### config.mk
export PLATFORM = sky130hd
export DESIGN_NAME = if_fetch_queue
export DESIGN_NICKNAME = d
export VERILOG_FILES = /design/src/rtl/if_fetch_queue.sv
export SDC_FILE = /design/constraint.sdc
export NUM_CORES = 1
export LEC_CHECK = 0
export ABC_CLOCK_PERIOD_IN_PS = 4600
export BUFFER_PORTS_ARGS = -buffer_cell sky130_fd_sc_hd__buf_2
export CAP_MARGIN = 20
export CORE_UTILIZATION = 48
export DETAILED_ROUTE_END_ITERATION = 8
export GPL_ROUTABILITY_DRIVEN = 0
export GPL_TIMING_DRIVEN = 1
export PLACE_DENSITY = 0.8
export SLEW_MARGIN = 20
export SYNTH_ARGS = -nofsm -noshare
export SYNTH_HDL_FRONTEND = slang
export SYNTH_SLANG_ARGS = --single-unit
export TNS_END_PERCENT = 50
### constraint.sdc
create_clock -name Clk -period 4.6 [get_ports Clk]
set_input_delay 0.23 -clock Clk [delete_from_list [all_inputs] [get_ports Clk]]
set_output_delay 0.23 -clock Clk [all_outputs]
set_load 0.02 [all_outputs]
### src/rtl/if_fetch_queue.sv
// Instruction fetch queue: issues one fetch at a time from PCin, buffers tagged words in a FWFT FIFO.
// Optional misaligned-fetch trap enabled by defining IFQ_ALIGN_CHECK_EN.
module if_fetch_queue #(
    parameter int DEPTH = 4,
    parameter int CW    = $clog2(DEPTH + 1)
) (
    input  logic          Clk,
    input  logic          Rst,
    input  logic [31:0]   PCin,
    output logic          PC_EN,
    output logic          Imem_req,
    output logic [31:0]   Imem_addr,
    input  logic          Imem_gnt,
    input  logic          Imem_rvalid,
    input  logic [31:0]   Imem_rdata,
    input  logic          Redirect,
    output logic          Inst_valid,
    output logic [31:0]   Inst,
    output logic [31:0]   Inst_PC,
    input  logic          Inst_ready,
    output logic [CW-1:0] Count,
    output logic          Fault
);

    localparam int AW = (DEPTH > 1) ? $clog2(DEPTH) : 1;

    typedef enum logic [1:0] {
        ST_IDLE = 2'd0,
        ST_WAIT = 2'd1,
        ST_DROP = 2'd2
    } state_e;

    state_e        state_q, state_d;
    logic [31:0]   tag_q, tag_d;
    logic [CW-1:0] count_q, count_d;
    logic [AW-1:0] rd_ptr_q, rd_ptr_d;
    logic [AW-1:0] wr_ptr_q, wr_ptr_d;
    logic          fault_q, fault_d;
    logic [31:0]   inst_mem_q [DEPTH];
    logic [31:0]   pc_mem_q   [DEPTH];

    logic          slot_free;
    logic          misalign;
    logic          push;
    logic          pop;

`ifdef IFQ_ALIGN_CHECK_EN
    assign misalign = (PCin[1:0] != 2'b00);
`else
    assign misalign = 1'b0;
`endif

    assign slot_free  = (count_q < CW'(DEPTH));
    assign Imem_req   = !Rst && (state_q == ST_IDLE) && !Redirect && slot_free && !fault_q && !misalign;
    assign PC_EN      = Imem_req && Imem_gnt;
    assign Imem_addr  = PCin;
    assign Inst_valid = !Rst && (count_q != {CW{1'b0}});
    assign Inst       = inst_mem_q[rd_ptr_q];
    assign Inst_PC    = pc_mem_q[rd_ptr_q];
    assign Count      = count_q;
    assign Fault      = fault_q;

    // A redirect cancels both queue ports for the cycle.
    assign push = (state_q == ST_WAIT) && Imem_rvalid && !Redirect;
    assign pop  = Inst_valid && Inst_ready && !Redirect;

    always_comb begin
        state_d = state_q;
        tag_d   = tag_q;
        case (state_q)
            ST_IDLE: begin
                if (PC_EN) begin
                    state_d = ST_WAIT;
                    tag_d   = PCin;
                end else begin
                    state_d = ST_IDLE;
                end
            end
            ST_WAIT: begin
                if (Imem_rvalid) begin
                    state_d = ST_IDLE;
                end else if (Redirect) begin
                    state_d = ST_DROP;
                end else begin
                    state_d = ST_WAIT;
                end
            end
            ST_DROP: begin
                if (Imem_rvalid) begin
                    state_d = ST_IDLE;
                end else begin
                    state_d = ST_DROP;
                end
            end
            default: begin
                state_d = ST_IDLE;
            end
        endcase
    end

    always_comb begin
        count_d  = count_q;
        rd_ptr_d = rd_ptr_q;
        wr_ptr_d = wr_ptr_q;
        fault_d  = fault_q;
        if (Redirect) begin
            count_d  = {CW{1'b0}};
            rd_ptr_d = {AW{1'b0}};
            wr_ptr_d = {AW{1'b0}};
            fault_d  = 1'b0;
        end else begin
            // Pointers wrap naturally since DEPTH is a power of two.
            if (push) begin
                wr_ptr_d = wr_ptr_q + AW'(1);
            end else begin
                wr_ptr_d = wr_ptr_q;
            end
            if (pop) begin
                rd_ptr_d = rd_ptr_q + AW'(1);
            end else begin
                rd_ptr_d = rd_ptr_q;
            end
            case ({push, pop})
                2'b10:   count_d = count_q + CW'(1);
                2'b01:   count_d = count_q - CW'(1);
                default: count_d = count_q;
            endcase
            if ((state_q == ST_IDLE) && slot_free && misalign) begin
                fault_d = 1'b1;
            end else begin
                fault_d = fault_q;
            end
        end
    end

    always_ff @(posedge Clk) begin
        if (Rst) begin
            state_q  <= ST_IDLE;
            tag_q    <= 32'd0;
            count_q  <= {CW{1'b0}};
            rd_ptr_q <= {AW{1'b0}};
            wr_ptr_q <= {AW{1'b0}};
            fault_q  <= 1'b0;
        end else begin
            state_q  <= state_d;
            tag_q    <= tag_d;
            count_q  <= count_d;
            rd_ptr_q <= rd_ptr_d;
            wr_ptr_q <= wr_ptr_d;
            fault_q  <= fault_d;
        end
    end

    // Storage needs no reset; occupancy is tracked by count_q.
    always_ff @(posedge Clk) begin
        if (push) begin
            inst_mem_q[wr_ptr_q] <= Imem_rdata;
            pc_mem_q[wr_ptr_q]   <= tag_q;
        end
    end

endmodule
## Word level (Yosys, flattened, before mapping)

Memory sizes are Yosys's and may differ from the RTL's. A register that Yosys moved wholly into a read port is not among the register bits.
Index checks and enable logic that the tools add are counted.

- Add/sub/neg operators: 4
- Order comparisons: 1
- Eq/ne operators: 4
- Muxes and demuxes: 12
- Reductions and logical operators: 16

Operators with widths:

| operator | count |
|---|---|
| 2-to-1 mux 2 bit | 7 |
| logical AND 1 bit | 9 |
| one-hot mux 2 bit (3 select lines) | 1 |
| one-hot mux 3 bit (2 select lines) | 1 |
| adder 2 x 1 -> 2 bit, second input constant | 2 |
| == test 2 x 1 -> 1 bit, second input constant | 2 |
| == test 2 bit, second input constant | 2 |
| adder 3 x 1 -> 3 bit, second input constant | 1 |
| less-than comparator 3 bit, second input constant | 1 |
| 2-to-1 mux 1 bit | 3 |
| nonzero test 3 bit | 1 |
| subtractor 3 x 1 -> 3 bit, second input constant | 1 |
| logical NOT 1 bit | 2 |
| logical NOT 2 bit | 1 |
| AND reduction 2 bit | 1 |
| nonzero test 2 bit | 1 |
| OR reduction 2 bit | 1 |

- Register bits after elaboration: 41
- Memory bits (writable): 256
- Bits of input ports: 70
- Output and inout port bits: 103
- Word-level logic and storage cells: 44
- Memories: 2

Memories:

| memory | depth | bits a word | read ports | clocked after Yosys merged registers in | wr ports | line | RTL |
|---|---|---|---|---|---|---|---|
| inst_mem_q | 4 | 32 | 1 | 1 | 1 | 39 | `logic [31:0] inst_mem_q [DEPTH];` |
| pc_mem_q | 4 | 32 | 1 | 1 | 1 | 40 | `logic [31:0] pc_mem_q [DEPTH];` |

## Depth between registers and ports, before layout

- Depth in word-level cells: 7
- Gate-level depth with buffers: 9
- Mapped depth without buffers: 8

## Worst setup path before layout

OpenSTA, ideal clock, no wires.

- Kind: register to register
- Start: reg state_q[0]
- End: mem inst_mem_q[0][0], enable pin
- Library setup time: 0.429 ns
- Arrival: 2.331 ns
- Required time: 4.171 ns
- Setup slack: 1.840 ns
- Stages on the path, launching flop included: 4
- Buffers on the path: 1
- Period minus slack after synthesis: 2.760 ns
- Path through: dfxtp_1 > nor4bb_1 > buf_2 > and2_1

- Word-level cells in the longest chain between the ends: 5

RTL lines:

| item | line | RTL |
|---|---|---|
| start: declaration | 33 | `state_e state_q, state_d;` |
| start signal: assignment | 145 | `state_q <= state_d;` |
| == test 2 x 1 -> 1 bit | 64 | `assign push = (state_q == ST_WAIT) && Imem_rvalid && !Redirect;` |
| logical AND 1 bit (2 in series) | 64 |  |
| 2-to-1 mux 1 bit | 156 | `if (push) begin` |
| 2-to-1 mux 1 bit (implied by the code) | 157 | `inst_mem_q[wr_ptr_q] <= Imem_rdata;` |
| end: declaration | 39 |  |

Every way passes these cells.

==> impl_metrics.env <==
export IMPL_overflow=0
export IMPL_slew_viol_final=0
export IMPL_cts_made_buffers=28
export IMPL_core_area_um2=22900
export IMPL_met1_usage_pct=23.8
export IMPL_r2r_end="inst_mem_q[1][2]"
export IMPL_cp_endpoint="Inst_PC[12]"
export IMPL_synth_top_family_by_area="multiplexers"
export IMPL_slowest_delay_ps=930
export IMPL_timing_rr_start="state_q[0]"
export IMPL_crit_chain="buf_4, mux4_2, buf_2"
export IMPL_cts_reportedPaths_clkPinSlew_ps=60
export IMPL_ys_seq_elements=299
export IMPL_netlist_instances=574
export IMPL_io_buffer_count=171
export IMPL_worstPathRequired_ps=4370
export IMPL_first_iter_violations=392
export IMPL_cp_slowest_cell="dfxtp_4"
export IMPL_maxSlewHeadroom_pct=33.2
export IMPL_grt_use_met2_pct=32.2
export IMPL_syn_cell_area_um2=11300
export IMPL_synth_fa_ha_area_share_pct=0.729
export IMPL_std_cell_rows=55
export IMPL_dieHeight_um=156
export IMPL_status="completed"
export IMPL_hold_path_class="input pin to flip-flop"
export IMPL_tns_ps=0
export IMPL_ir_worst_vdd_v=0.000251
export IMPL_crit_fanout=43
export IMPL_htreeDepth=1
export IMPL_clkSinkCount=299
export IMPL_setup_viol=0
export IMPL_fmax_mhz=332
export IMPL_cp_start_kind="flip-flop"
export IMPL_clockBufferDepth=3
export IMPL_grt_usage_pct=18.2
export IMPL_initial_utilization_pct=49.4
export IMPL_routed_wl_um=21600
export IMPL_path_buf_inv=2
export IMPL_hpwl_um=12100
export IMPL_clk_root_buffer_cell="clkbuf_16"
export IMPL_met3_usage_pct=2.86
export IMPL_p_leak_nw=4.67
export IMPL_post_drt_wl_per_cell_um=19.4
export IMPL_drive_gt1_share_pct=35.5
export IMPL_synth_simple_area_share_pct=4.71
export IMPL_top_usage_layer="met2"
export IMPL_area_growth_pct=20.7
export IMPL_rrSetupSlack_ps=2420
export IMPL_postRouteAntennaNets=0
export IMPL_first_pass_iters=5
export IMPL_worstSkewPairLatency_ps=530
export IMPL_r2r_cells=3
export IMPL_rsz0062_at_grt="false"
export IMPL_ios=173
export IMPL_via_per_inst=5.24
export IMPL_drc=0
export IMPL_grt_antenna_before_repair=0
export IMPL_synth_area_per_cell_um2=19.7
export IMPL_critPathTopFamily="flip-flops"
export IMPL_grt_pass1_vias=6072
export IMPL_worst_clock_skew_ps=7.80
export IMPL_num_vias=5822
export IMPL_whs_path_depth=3
export IMPL_crit_cells=3
export IMPL_endpoint_kind="output port"
export IMPL_synth_compound_area_share_pct=1.66
export IMPL_die_x_um=156
export IMPL_drv_cap=0
export IMPL_cts_setup_buffers=0
export IMPL_powerDensity_nw_per_um2=387
export IMPL_hold_buffers=63
export IMPL_placed_cells=999
export IMPL_grt_pass1_wl_um=33300
export IMPL_post_route_period_util_pct=65.5
export IMPL_worst_pin_slew_ps=1000
export IMPL_yosysWarnings=0
export IMPL_critPathArrivalTime_ps=2790
export IMPL_synth_xor_area_share_pct=0.232
export IMPL_setup_worst_path_class="flip-flop to output port"
export IMPL_fin_crit_ps=3020
export IMPL_cts_resized=0
export IMPL_syn_num_nets=650
export IMPL_hold_viol=0
export IMPL_synth_distinct_cells=35
export IMPL_num_antenna_cells=0
export IMPL_grt_max_degree=65
export IMPL_final_nets=855
export IMPL_dieArea_um2=24200
export IMPL_muxShareOfSynthArea_pct=13.2
export IMPL_cts_tree="yes"
export IMPL_seq_area_frac_synth_pct=75.5
export IMPL_fin_cells=1111
cell usage after synthesis:
cell,n,area share [%]
edfxtp_1,256,68
mux4_2,64,13
dfxtp_1,43,7.6
buf_4,36,2.4
nand2b_1,32,1.8
nand3_1,32,1.4
o21ai_1,32,1.4
clkbuf_1,13,0.43
buf_2,7,0.31
buf_6,7,0.70
inv_1,6,0.20
nor2_1,6,0.20
and2_1,5,0.28
ha_1,5,0.55
mux2i_1,5,0.44
a21oi_1,3,0.13
nand2_1,2,0.066
nor2b_1,2,0.11
xor2_1,2,0.15
a211oi_1,1,0.066
and3_1,1,0.055
and3_4,1,0.099
conb_1,1,0.033
fa_1,1,0.18
nand4_1,1,0.055
nor3_1,1,0.044
nor3_4,1,0.14
nor3b_1,1,0.066
nor3b_2,1,0.11
nor4bb_1,1,0.088
o21ai_0,1,0.044
or2_1,1,0.055
or3_1,1,0.055
or3_4,1,0.099
xnor2_1,1,0.077
how the worst min path moves through the flow:
stage           startpoint    endpoint
3_5_place_dp   Imem_rvalid  state_q[1]
5_1_grt         Inst_ready   flip-flop
3_3_place_gp   Imem_rvalid  state_q[1]
4_1_cts           PCin[11]   tag_q[11]
2_1_floorplan  Imem_rvalid  state_q[1]
6_report          PCin[11]   tag_q[11]
cell usage in the layout, fill, tap and decap left out, types with 2 or more instances in the layout:
master / instances
o21ai_1: 32
clkbuf_16: 29
clkinv_2: 2
a21oi_1: 3
nand2_1: 2
clkbuf_1: 13
nand3_1: 32
dlygate4sd3_1: 63
ha_1: 5
nand2b_1: 32
dfxtp_1: 41
nor2_1: 6
and2_4: 4
buf_4: 4
edfxtp_1: 256
mux4_2: 64
inv_1: 6
dfxtp_4: 2
nor2b_1: 2
clkinv_1: 3
buf_2: 171
mux2i_1: 5
xor2_1: 2
power by group:
part           leakage (nW)  internal (mW)  switching (mW)
Clock                 0.407           1.23           0.902
Sequential             2.69           2.96          0.0214
Combinational          1.58         0.0891          0.0977
Total                  4.67           4.27            1.02
routing by layer:
layer	share of wire [%]	routed length, um
met1	42	8980
met2	52	11100
met3	5.2	1120
met4	1.4	312
met5	0	0
kinds of logic (layout without fill, tap and decap cells):
logic type,after synthesis,in the layout
AOI/OAI and AO/OA,37,37
buffers and inverters,69,293
and+or+nand+nor,90,90
muxes,69,69
xor gates and xnor gates,3,3
DFF,299,299
other,1,1
adders and majority gates,6,6
state kept, by name, indices dropped and copies added (netlist names), named ones only:
signal / count
pc_mem_q: 128
Count: 3
inst_mem_q: 128
state_q: 2
rd_ptr_q: 2
tag_q: 32
wr_ptr_q: 2
per-stage QoR:
step | total power [mW] | utilization (%) | setup WS (ps) | hold slack, ps | instance area [um2]
after global placement | 3.17 | 53.2 | 2070 | 428 | 12200
final | 5.29 | 59.6 | 1580 | 32.6 | 13700
after floorplan | 3.12 | - | 1840 | 309 | 11300
after global routing | 5.47 | 59.6 | 1330 | 16.9 | 13700
after CTS | 5.34 | 59.6 | 1470 | 15.1 | 13700
after detailed placement | 3.18 | 53.2 | 2050 | 439 | 12200
worst min-delay path, stage by stage:
cell,delay [ps]
buf_2,110
nand3_1,100
o21ai_1,80
layout make-up:
type / instances / area (um2)
fillers: 1643 / 9250
clock inverters: 6 / 51.3
well taps: 313 / 392
flip-flops and latches: 299 / 8560
multi-input cells: 206 / 2340
repair buffers: 238 / 1520
inverters: 6 / 22.5
clock buffers: 43 / 788
Power figures use the tool's default switching activity.
